==> src/rtl/ctrl_pkg.sv <==
// Shared encodings for the accumulator-processor control unit: opcodes, FSM states,
// datapath select codes and the packed control word driven to the datapath.
package ctrl_pkg;

  localparam logic [4:0] OP_NOP   = 5'h00;
  localparam logic [4:0] OP_ADD   = 5'h01;
  localparam logic [4:0] OP_SUB   = 5'h02;
  localparam logic [4:0] OP_AND   = 5'h03;
  localparam logic [4:0] OP_OR    = 5'h04;
  localparam logic [4:0] OP_ADDI  = 5'h05;
  localparam logic [4:0] OP_LDI   = 5'h06;
  localparam logic [4:0] OP_LOAD  = 5'h07;
  localparam logic [4:0] OP_STORE = 5'h08;
  localparam logic [4:0] OP_BEQZ  = 5'h09;
  localparam logic [4:0] OP_BNEZ  = 5'h0A;
  localparam logic [4:0] OP_JUMP  = 5'h0B;
  localparam logic [4:0] OP_HALT  = 5'h1F;

  typedef enum logic [3:0] {
    S_FETCH   = 4'd0,
    S_DECODE  = 4'd1,
    S_MEM_RD  = 4'd2,
    S_ALU_WB  = 4'd3,
    S_LOAD_WB = 4'd4,
    S_MEM_WR  = 4'd5,
    S_IMM_EX  = 4'd6,
    S_BRANCH  = 4'd7,
    S_HALT    = 4'd8
  } state_e;

  localparam logic [2:0] ALU_ADD    = 3'b000;
  localparam logic [2:0] ALU_SUB    = 3'b001;
  localparam logic [2:0] ALU_AND    = 3'b010;
  localparam logic [2:0] ALU_OR     = 3'b011;
  localparam logic [2:0] ALU_PASS_B = 3'b100;

  localparam logic [1:0] SRCB_MEM = 2'b00;
  localparam logic [1:0] SRCB_ONE = 2'b01;
  localparam logic [1:0] SRCB_IMM = 2'b10;

  localparam logic [1:0] PCSRC_ALU = 2'b00;
  localparam logic [1:0] PCSRC_IR  = 2'b10;

  typedef struct packed {
    logic       ir_write;
    logic       pc_write;
    logic       pc_write_cond;
    logic       iord;
    logic       mem_read;
    logic       mem_write;
    logic       acc_write;
    logic       acc_src;
    logic       alu_src_a;
    logic [1:0] alu_src_b;
    logic [2:0] alu_op;
    logic [1:0] pc_source;
    logic       halted;
    logic       illegal;
  } ctrl_word_t;

  function automatic logic is_legal(input logic [4:0] op);
    return (op <= OP_JUMP) || (op == OP_HALT);
  endfunction

  function automatic logic [2:0] alu_op_for(input logic [4:0] op);
    case (op)
      OP_SUB:  return ALU_SUB;
      OP_AND:  return ALU_AND;
      OP_OR:   return ALU_OR;
      default: return ALU_ADD;
    endcase
  endfunction

  // Successor of DECODE; NOP and undefined opcodes both fall back to FETCH.
  function automatic state_e decode_next(input logic [4:0] op);
    case (op)
      OP_ADD, OP_SUB, OP_AND, OP_OR, OP_LOAD: return S_MEM_RD;
      OP_STORE:                               return S_MEM_WR;
      OP_ADDI, OP_LDI:                        return S_IMM_EX;
      OP_BEQZ, OP_BNEZ, OP_JUMP:              return S_BRANCH;
      OP_HALT:                                return S_HALT;
      default:                                return S_FETCH;
    endcase
  endfunction

endpackage

==> src/rtl/ctrl_outdec.sv <==
// Combinational control-word decoder: current state plus opcode (and the Mealy
// inputs MemReady/AccZero) to every datapath enable and select.
module ctrl_outdec
  import ctrl_pkg::*;
(
  input  state_e     state,
  input  logic [4:0] opcode,
  input  logic       mem_ready,
  input  logic       acc_zero,
  output ctrl_word_t cw
);

  always_comb begin
    cw = '0;
    case (state)
      S_FETCH: begin
        cw.mem_read  = 1'b1;
        cw.alu_src_b = SRCB_ONE;
        cw.alu_op    = ALU_ADD;
        cw.pc_source = PCSRC_ALU;
        // IR load and PC+1 commit only in the cycle memory delivers the word.
        cw.ir_write  = mem_ready;
        cw.pc_write  = mem_ready;
      end
      S_DECODE: begin
        cw.illegal = ~is_legal(opcode);
      end
      S_MEM_RD: begin
        cw.mem_read = 1'b1;
        cw.iord     = 1'b1;
      end
      S_ALU_WB: begin
        cw.alu_src_a = 1'b1;
        cw.alu_src_b = SRCB_MEM;
        cw.alu_op    = alu_op_for(opcode);
        cw.acc_write = 1'b1;
      end
      S_LOAD_WB: begin
        cw.acc_write = 1'b1;
        cw.acc_src   = 1'b1;
      end
      S_MEM_WR: begin
        cw.mem_write = 1'b1;
        cw.iord      = 1'b1;
      end
      S_IMM_EX: begin
        cw.alu_src_a = 1'b1;
        cw.alu_src_b = SRCB_IMM;
        cw.alu_op    = (opcode == OP_LDI) ? ALU_PASS_B : ALU_ADD;
        cw.acc_write = 1'b1;
      end
      S_BRANCH: begin
        cw.pc_source = PCSRC_IR;
        case (opcode)
          OP_JUMP: cw.pc_write      = 1'b1;
          OP_BEQZ: cw.pc_write_cond = acc_zero;
          OP_BNEZ: cw.pc_write_cond = ~acc_zero;
          default: ;
        endcase
      end
      S_HALT: begin
        cw.halted = 1'b1;
      end
      default: ;
    endcase
  end

endmodule

==> src/rtl/control_unit.sv <==
// Multi-cycle control FSM for the 16-bit accumulator processor: sequences
// fetch/decode/execute with a ready handshake on every memory access.
module control_unit
  import ctrl_pkg::*;
(
  input  logic       clk,
  input  logic       reset,
  input  logic [4:0] Opcode,
  input  logic       AccZero,
  input  logic       MemReady,
  output logic       IRWrite,
  output logic       PCWrite,
  output logic       PCWriteCond,
  output logic       IorD,
  output logic       MemRead,
  output logic       MemWrite,
  output logic       ACCWrite,
  output logic       ACCSrc,
  output logic       ALUSrcA,
  output logic [1:0] ALUSrcB,
  output logic [2:0] ALUOp,
  output logic [1:0] PCSource,
  output logic       Halted,
  output logic       Illegal
);

  state_e     state_q, state_d;
  logic       in_rst_q, in_rst_d;
  ctrl_word_t cw_raw, cw;

  assign in_rst_d = ~reset;

  always_ff @(posedge clk) begin
    in_rst_q <= in_rst_d;
    if (!reset) state_q <= S_FETCH;
    else        state_q <= state_d;
  end

  // The cycle after a sampled reset is held in FETCH with outputs gated, so a
  // MemReady arriving then cannot start a fetch without its IRWrite.
  always_comb begin
    state_d = state_q;
    if (in_rst_q) begin
      state_d = S_FETCH;
    end else begin
      case (state_q)
        S_FETCH:   if (MemReady) state_d = S_DECODE;
        S_DECODE:  state_d = decode_next(Opcode);
        S_MEM_RD:  if (MemReady) state_d = (Opcode == OP_LOAD) ? S_LOAD_WB : S_ALU_WB;
        S_MEM_WR:  if (MemReady) state_d = S_FETCH;
        S_ALU_WB,
        S_LOAD_WB,
        S_IMM_EX,
        S_BRANCH:  state_d = S_FETCH;
        S_HALT:    state_d = S_HALT;
        default:   state_d = S_FETCH;
      endcase
    end
  end

  ctrl_outdec u_outdec (
    .state     (state_q),
    .opcode    (Opcode),
    .mem_ready (MemReady),
    .acc_zero  (AccZero),
    .cw        (cw_raw)
  );

  assign cw = in_rst_q ? '0 : cw_raw;

  assign IRWrite     = cw.ir_write;
  assign PCWrite     = cw.pc_write;
  assign PCWriteCond = cw.pc_write_cond;
  assign IorD        = cw.iord;
  assign MemRead     = cw.mem_read;
  assign MemWrite    = cw.mem_write;
  assign ACCWrite    = cw.acc_write;
  assign ACCSrc      = cw.acc_src;
  assign ALUSrcA     = cw.alu_src_a;
  assign ALUSrcB     = cw.alu_src_b;
  assign ALUOp       = cw.alu_op;
  assign PCSource    = cw.pc_source;
  assign Halted      = cw.halted;
  assign Illegal     = cw.illegal;

endmodule

==> config.mk <==
export PLATFORM = sky130hd
export DESIGN_NAME = control_unit
export DESIGN_NICKNAME = d
export VERILOG_FILES = /design/src/rtl/ctrl_pkg.sv /design/src/rtl/ctrl_outdec.sv /design/src/rtl/control_unit.sv
export SDC_FILE = /design/constraint.sdc
export NUM_CORES = 1
export LEC_CHECK = 0
export CAP_MARGIN = 20
export CORE_MARGIN = 10
export CORE_UTILIZATION = 35
export DETAILED_ROUTE_END_ITERATION = 8
export PLACE_DENSITY = 0.68
export SLEW_MARGIN = 20
export SYNTH_ARGS = -nofsm -noshare
export SYNTH_HDL_FRONTEND = slang
export SYNTH_SLANG_ARGS = --single-unit
==> constraint.sdc <==
create_clock -name clk -period 1.81 [get_ports clk]
set_clock_uncertainty 0.1 [all_clocks]
set_input_delay 0.181 -clock clk [delete_from_list [all_inputs] [get_ports clk]]
set_output_delay 0.181 -clock clk [all_outputs]
set_load 0.03 [all_outputs]
==> summary.md, run 1 <==
| Metric | Value |
|---|---|
| Status | `complete, no violations` |
| GRT Total Usage | `10.1%` |
| H-tree depth | `1` |
| Leak | `0.480 nW` |
| Seq/Total Area, Yosys | `15.7%` |
| Clock Latency Late Sink | `0.24 ns` |
| Final worst slack | `0.0340 ns` |
| Crit Reg-Reg Startpoint | `state_q[3]` |
| Layout Nets | `136` |
| Maximum capacitance violations | `0` |
| Worst path slowest cell | `or3_4` |
| Grt ovf | `0` |
| Area Growth Syn to Fin | `59.8%` |
| Cell class contributing the biggest share of worst-path delay | `simple AND/OR/NAND/NOR gates` |
| Final Max Tran Viols | `0` |
| Initial antenna violation count | `0` |
| CORE AREA | `0.00173 sq mm` |
| Worst-path clk slew | `0.04 ns` |
| Worst-path cell chain | `or3_4, nor3_4, and2_4, a41o_4, buf_6` |
| Largest net degree at the start of global routing | `12` |
| Hold path startpoint | `reset` |
| Req. time, crit path | `1.53 ns` |
| Die area | `0.00393 sq mm` |
| First-pass GRT wire length | `3340 um` |
| Metal1 wirelength | `953 um` |
| Setup slack, reg-to-reg | `0.27 ns` |
| Distinct cells, synth | `40` |
| N_diodes | `0` |
| CTS Root Cell | `clkbuf_4` |
| Fmax | `0.563 GHz` |
| Synthesized area | `638 sq um` |
| DPL Wire Length | `1640 um` |
| R2R depth | `5` |
| Row cnt | `15` |
| Layout cells sized above 1 | `41.8%` |
| Final WL | `1990 um` |
| DR vias | `714` |
| Commonest non-fill, non-tap cells in the layout | `28 x buf_4, 10 x nor2_1, 6 x nand2_1, 6 x nand2b_1, 6 x a21oi_1` |
| PortBufs | `25` |
| RR Endpoint | `state_q[1]` |
| Final setup viols | `0` |
| Cts hold-fix bufs | `0` |
| Crit path max fanout | `3` |
| Buffer depth of the longest clock path | `2` |
| WHS | `0.356 ns` |
| IO Pins | `27` |
| Asr flop ratio synth | `0%` |
| Unrepaired setup endpoints after global routing | `yes` |
| Syn. warnings | `0` |
| DRC errors left | `0` |
| Element type at the critical path end | `primary output` |
| Pre-CTS setup slack | `-0.0147 ns` |
| Syn Area/Cell | `7.33 sq um` |
| Final Power | `0.000386 W` |
| Critical path arrival | `1.50 ns` |
| Wire length on met3 | `78 um` |
| Tcrit/Tclk final | `98.1%` |
| Setup Total Neg Slack | `0 ns` |
| CP max stage delay | `0.41 ns` |
| Post-synth EDFFs | `0` |
| ANT nets after route | `0` |
| TritonRoute pass-1 iters | `4` |
| Synthesized flop and latch total | `5` |
| WS Path Type | `flop to primary output` |
| Max layer used | `met3` |
| First DRT Iteration DRCs | `12` |
| Crit path launch type | `flop` |
| CTS Buf Count | `3` |
| Fin crit period | `1.78 ns` |
| GPL Wtd Cong | `0.792` |
| Pwr dens | `378 mW/mm^2` |
| Hold Fails Final Rpt | `0` |
| Post-synth net total | `100` |
| Vias per std cell | `4.86` |
| DIE WIDTH | `62.7 um` |
| Commonest non-fill, non-tap cell in the layout | `buf_4` |
| CTS tree | `yes` |
| Mapped Cells | `87` |
| Worst hold stages | `2` |
| Die height | `62.7 um` |
| Top_reg_cell synth | `dfxtp_1` |
| Hold EP | `in_rst_q` |
| Initial Utilization | `37.0%` |
| Vias in the first global route | `703` |
| Average wire per standard cell | `13.5 um` |
| Hold Crit Class | `input pin to flop` |
| WP buf/inv | `1` |
| CTS Sinks | `5` |
| WL met2 | `960 um` |
| VDD IR max | `0.215 mV` |
-- registers in the layout, summed over array words and instances, names as in the netlist --
name,cells
state_q,4
in_rst_q,1
-- per-stage QoR --
step / util, % / instances / area [sq um]
4_1_cts: 57.5 / 147 / 993
6_report: 59.1 / 147 / 1020
5_1_grt: 59.1 / 147 / 1020
3_3_place_gp: 55.2 / 142 / 953
3_5_place_dp: 55.2 / 142 / 953
2_1_floorplan: - / 87 / 673
-- cell type report --
cell class | instances | area [sq um]
repair buffers | 37 | 309
flip-flops and latches | 5 | 104
inverters | 4 | 15.0
clock buffers | 4 | 26.3
multi-input cells | 72 | 534
well taps | 25 | 31.3
fillers | 167 | 707
-- worst max-delay path by stage --
stage | slack [ns] | from | cells past startpoint | to
2_1_floorplan | -0.10 | state_q[0] | 5 | PCWrite
4_1_cts | 0.004 | state_q[3] | 6 | ALUOp[0]
5_1_grt | -0.009 | state_q[0] | 5 | PCWrite
3_5_place_dp | -0.01 | Opcode[0] | 7 | state_q[1]
6_report | 0.03 | state_q[0] | 5 | PCWrite
3_3_place_gp | -0.006 | Opcode[0] | 7 | state_q[2]
-- cells in the mapped netlist, types with 2 or more instances --
master | instances | area share [%]
o21ai_0 | 2 | 1.6
nor4_1 | 2 | 2.0
nand2b_1 | 6 | 5.9
a21o_1 | 3 | 3.5
nor3_1 | 3 | 2.4
nand2_1 | 6 | 3.5
buf_2 | 2 | 1.6
nor4b_1 | 2 | 2.7
inv_1 | 4 | 2.4
dfxtp_1 | 5 | 16
buf_4 | 2 | 2.4
nand3_1 | 3 | 2.4
ha_1 | 4 | 7.8
nor2_1 | 11 | 6.5
nand4b_1 | 2 | 2.7
a21oi_1 | 6 | 4.7
-- power by group --
group | total, W | leakage [nW] | internal, W | switching [W]
sequential | 0.000116 | 0.0422 | 0.000114 | 0.00000218
clock | 0.000130 | 0.0150 | 0.0000834 | 0.0000469
combinational | 0.000140 | 0.422 | 0.0000656 | 0.0000741
total | 0.000386 | 0.480 | 0.000263 | 0.000123
-- routing by layer --
layer,track usage (%),vias to the layer above
met2,16.3,16
li1,-,381
met3,1.97,0
met5,0,-
met1,12.5,317
met4,4.19,0
-- cells by family (layout without fill, tap and decap cells) --
| group | Yosys count | count (layout) | synth area share [%] |
|---|---|---|---|
| AO/OA/AOI/OAI | 19 | 19 | 19.8 |
| XOR/XNOR | 1 | 1 | 1.37 |
| adder cells (fa/ha/maj) | 4 | 4 | 7.84 |
| buffers and inverters | 10 | 45 | 8.82 |
| flip-flops | 5 | 5 | 15.7 |
| multiplexers | 1 | 1 | 1.57 |
| other | 1 | 1 | 0.588 |
| AND/OR/NAND/NOR | 46 | 46 | 44.3 |
-- repair_timing --
item                       CTS  global route
hold endpoints to repair     0             0
setup endpoints to repair    4             6
resized for setup            3             9
setup buffers                1             0
pin swaps                    3             3
Power figures use the tool's default switching activity.
==> inputs of run 2 (changes only) <==
Settings changed: CTS_BUF_LIST set to sky130_fd_sc_hd__clkbuf_16.
==> run 2 against run 1 <==
Power up 60%. Global-route usage increased by 0.40 points. Utilization is 3.0 points higher. Maximum frequency up 1.1%. Count of clock-buffer cells in the layout is 1 lower.
==> summary.md, run 2 (same netlist as run 1, synthesis figures left out) <==
| Metric | Value |
|---|---|
| Setup Total Neg Slack | `0 ns (unchanged)` |
| Critical path arrival | `1.47 ns (-0.03 ns)` |
| Net Sw Power | `0.000152 W (+24%)` |
| Die height | `62.7 um (unchanged)` |
| DIE WIDTH | `62.7 um (unchanged)` |
| Final Instance Area | `0.00107 sq mm (+5.2%)` |
| Tcrit/Tclk final | `97.0% (-1.1 points)` |
| Area Growth Syn to Fin | `68.0%` |
| WP depth | `5 (unchanged)` |
| Vias per std cell | `5.01 (+3.2%)` |
| First DRT Iteration DRCs | `13 (+1)` |
| Largest net degree at the start of global routing | `12 (unchanged)` |
| Row cnt | `15 (unchanged)` |
| Initial antenna violation count | `0 (unchanged)` |
| Area after DPL | `953 sq um (unchanged)` |
| RR Endpoint | `state_q[1]` |
| Critical Path Sink | `PCWrite` |
| Cell class contributing the biggest share of worst-path delay | `simple AND/OR/NAND/NOR gates` |
| TritonRoute pass-1 iters | `4 (unchanged)` |
| R2R depth | `5 (unchanged)` |
| Fill count | `159 (-4.8%)` |
| Element type at the critical path end | `primary output` |
| Final Max Tran Viols | `0 (unchanged)` |
| CP max stage delay | `0.41 ns (about the same)` |
| WP buf/inv | `1 (unchanged)` |
| DPL Wire Length | `1640 um (unchanged)` |
| Maximum capacitance violations | `0 (unchanged)` |
| Commonest non-fill, non-tap cell in the layout | `buf_4` |
| GPL Wtd Cong | `0.792 (unchanged)` |
| Setup slack, reg-to-reg | `0.28 ns (about the same)` |
| Pwr dens | `576 mW/mm^2 (+52%)` |
| N_diodes | `0 (unchanged)` |
| CORE AREA | `0.00173 sq mm (unchanged)` |
| Worst-path cell chain | `or3_4, nor3_4, and2_4, a41o_4, buf_6` |
| Crit path launch type | `flop` |
| CTS Sinks | `5 (unchanged)` |
| Vias in the first global route | `724 (+3.0%)` |
| Layout cells sized above 1 | `40.2% (-1.6 points)` |
| Commonest non-fill, non-tap cells in the layout | `27 x buf_4, 10 x nor2_1, 6 x nand2_1, 6 x nand2b_1, 6 x a21oi_1` |
| Fmax | `0.570 GHz (+1.1%)` |
| Clock share of power | `58.5% (+25 points)` |
| Die area | `0.00393 sq mm (unchanged)` |
| Largest Register | `state_q` |
| Largest registers | `state_q (4), in_rst_q (1)` |
| Initial Utilization | `37.0% (unchanged)` |
| Hold Fails Final Rpt | `0 (unchanged)` |
| Worst path slowest cell | `or3_4` |
| ANT nets after route | `0 (unchanged)` |
| Final WL | `2130 um (+6.8%)` |
| DRC errors left | `0 (unchanged)` |
| PortBufs | `25 (unchanged)` |
| Worst hold stages | `2 (unchanged)` |
| Req. time, crit path | `1.53 ns (about the same)` |
| Cell-internal power | `0.000466 W (+77%)` |
| H-tree depth | `1 (unchanged)` |
| Comb pwr share | `22.7% (-14 points)` |
| CTS Root Cell | `clkbuf_16` |
| DR vias | `737 (+3.2%)` |
| Final setup viols | `0 (unchanged)` |
| Grt ovf | `0 (unchanged)` |
| Status | `complete, no violations` |
| CTS Buf Count | `3 (unchanged)` |
| Buffer depth of the longest clock path | `2 (unchanged)` |
| Unrepaired setup endpoints after global routing | `yes` |
| Crit Reg-Reg Startpoint | `state_q[3]` |
| Hold Crit Class | `input pin to flop` |
| WS Path Type | `flop to primary output` |
| GRT Total Usage | `10.5% (+0.40 points)` |
| Max reg flops | `4 (unchanged)` |
| Worst-path clk slew | `0.03 ns (about the same)` |
| Leak | `0.509 nW (+6.1%)` |
| Crit path from | `state_q[0]` |
| Switch share | `24.7% (-7.3 points)` |
| VDD IR max | `0.495 mV (+130%)` |
| First-pass GRT wire length | `3420 um (+2.5%)` |
| Crit path max fanout | `3 (unchanged)` |
| IO Pins | `27 (unchanged)` |
| Average wire per standard cell | `14.5 um (+6.8%)` |
| Layout Nets | `136 (unchanged)` |
| Fin crit period | `1.76 ns (-0.0202 ns)` |
| Flop pwr share | `18.8% (-11 points)` |
| Clock Latency Late Sink | `0.23 ns (about the same)` |
| CTS tree | `yes` |
-- run 2: layout make-up --
class / instances / area [sq um] / share of cell area (%)
Multi-Input combinational cell: 72 / 532 / 49.6
Clock inverter: 1 / 3.75 / 0.350
Clock buffer: 3 / 75.1 / 7.00
Timing Repair Buffer: 37 / 313 / 29.2
Tap cell: 25 / 31.3 / 2.92
Inverter: 4 / 15.0 / 1.40
Sequential cell: 5 / 103 / 9.57
-- run 2: worst register-to-register path, delay by kind of cell, from the launching register on --
kind	cells	cell delay, ns
DFF	1	0.31
and+or+nand+nor	2	0.60
AOI/OAI and AO/OA	2	0.30
buffers and inverters	1	0.16
-- run 2: worst min path at each step --
stage	from	end	slack [ns]
global placement	reset	in_rst_q	0.58
detailed placement	state_q[1]	state_q[3]	0.57
floorplan	reset	in_rst_q	0.14
finish	reset	in_rst_q	0.37
global route	reset	in_rst_q	0.40
CTS	reset	in_rst_q	0.37
-- run 2: per-layer routing --
metal | track usage, % | routed length (um)
met5 | 0 | 0
met4 | 4.19 | 10
met3 | 2.51 | 89
met2 | 17.6 | 1030
met1 | 12.3 | 997
-- run 2: stage by stage --
stage	hold slack (ns)	power (W)	cells	utilization (%)	worst slack (ns)
final	0.370	0.000618	147	62.1	0.0542
after floorplan	0.138	0.000199	87	-	-0.101
after global routing	0.403	0.000641	147	62.1	0.00192
after detailed placement	0.575	0.000251	142	55.2	-0.0147
after global placement	0.580	0.000249	142	55.2	-0.00576
after CTS	0.370	0.000616	147	60.5	0.00791
-- run 2: power groups by stage --
| stage | clock network, W | registers (W) | logic, W |
|---|---|---|---|
| after floorplan | 0 | 0.000118 | 0.0000810 |
| final | 0.000362 | 0.000116 | 0.000140 |
| after CTS | 0.000363 | 0.000116 | 0.000137 |
| after global placement | 0 | 0.000117 | 0.000132 |
| after detailed placement | 0 | 0.000117 | 0.000134 |
| after global routing | 0.000374 | 0.000116 | 0.000150 |
-- run 2: what timing repair did --
| action | CTS | global route |
|---|---|---|
| setup buffers | 1 | 0 |
| pin swaps | 3 | 1 |
| hold buffers | 0 | 0 |
| cloned | 0 | 0 |
| resized for setup | 2 | 9 |
| setup endpoints to repair | 1 | 8 |
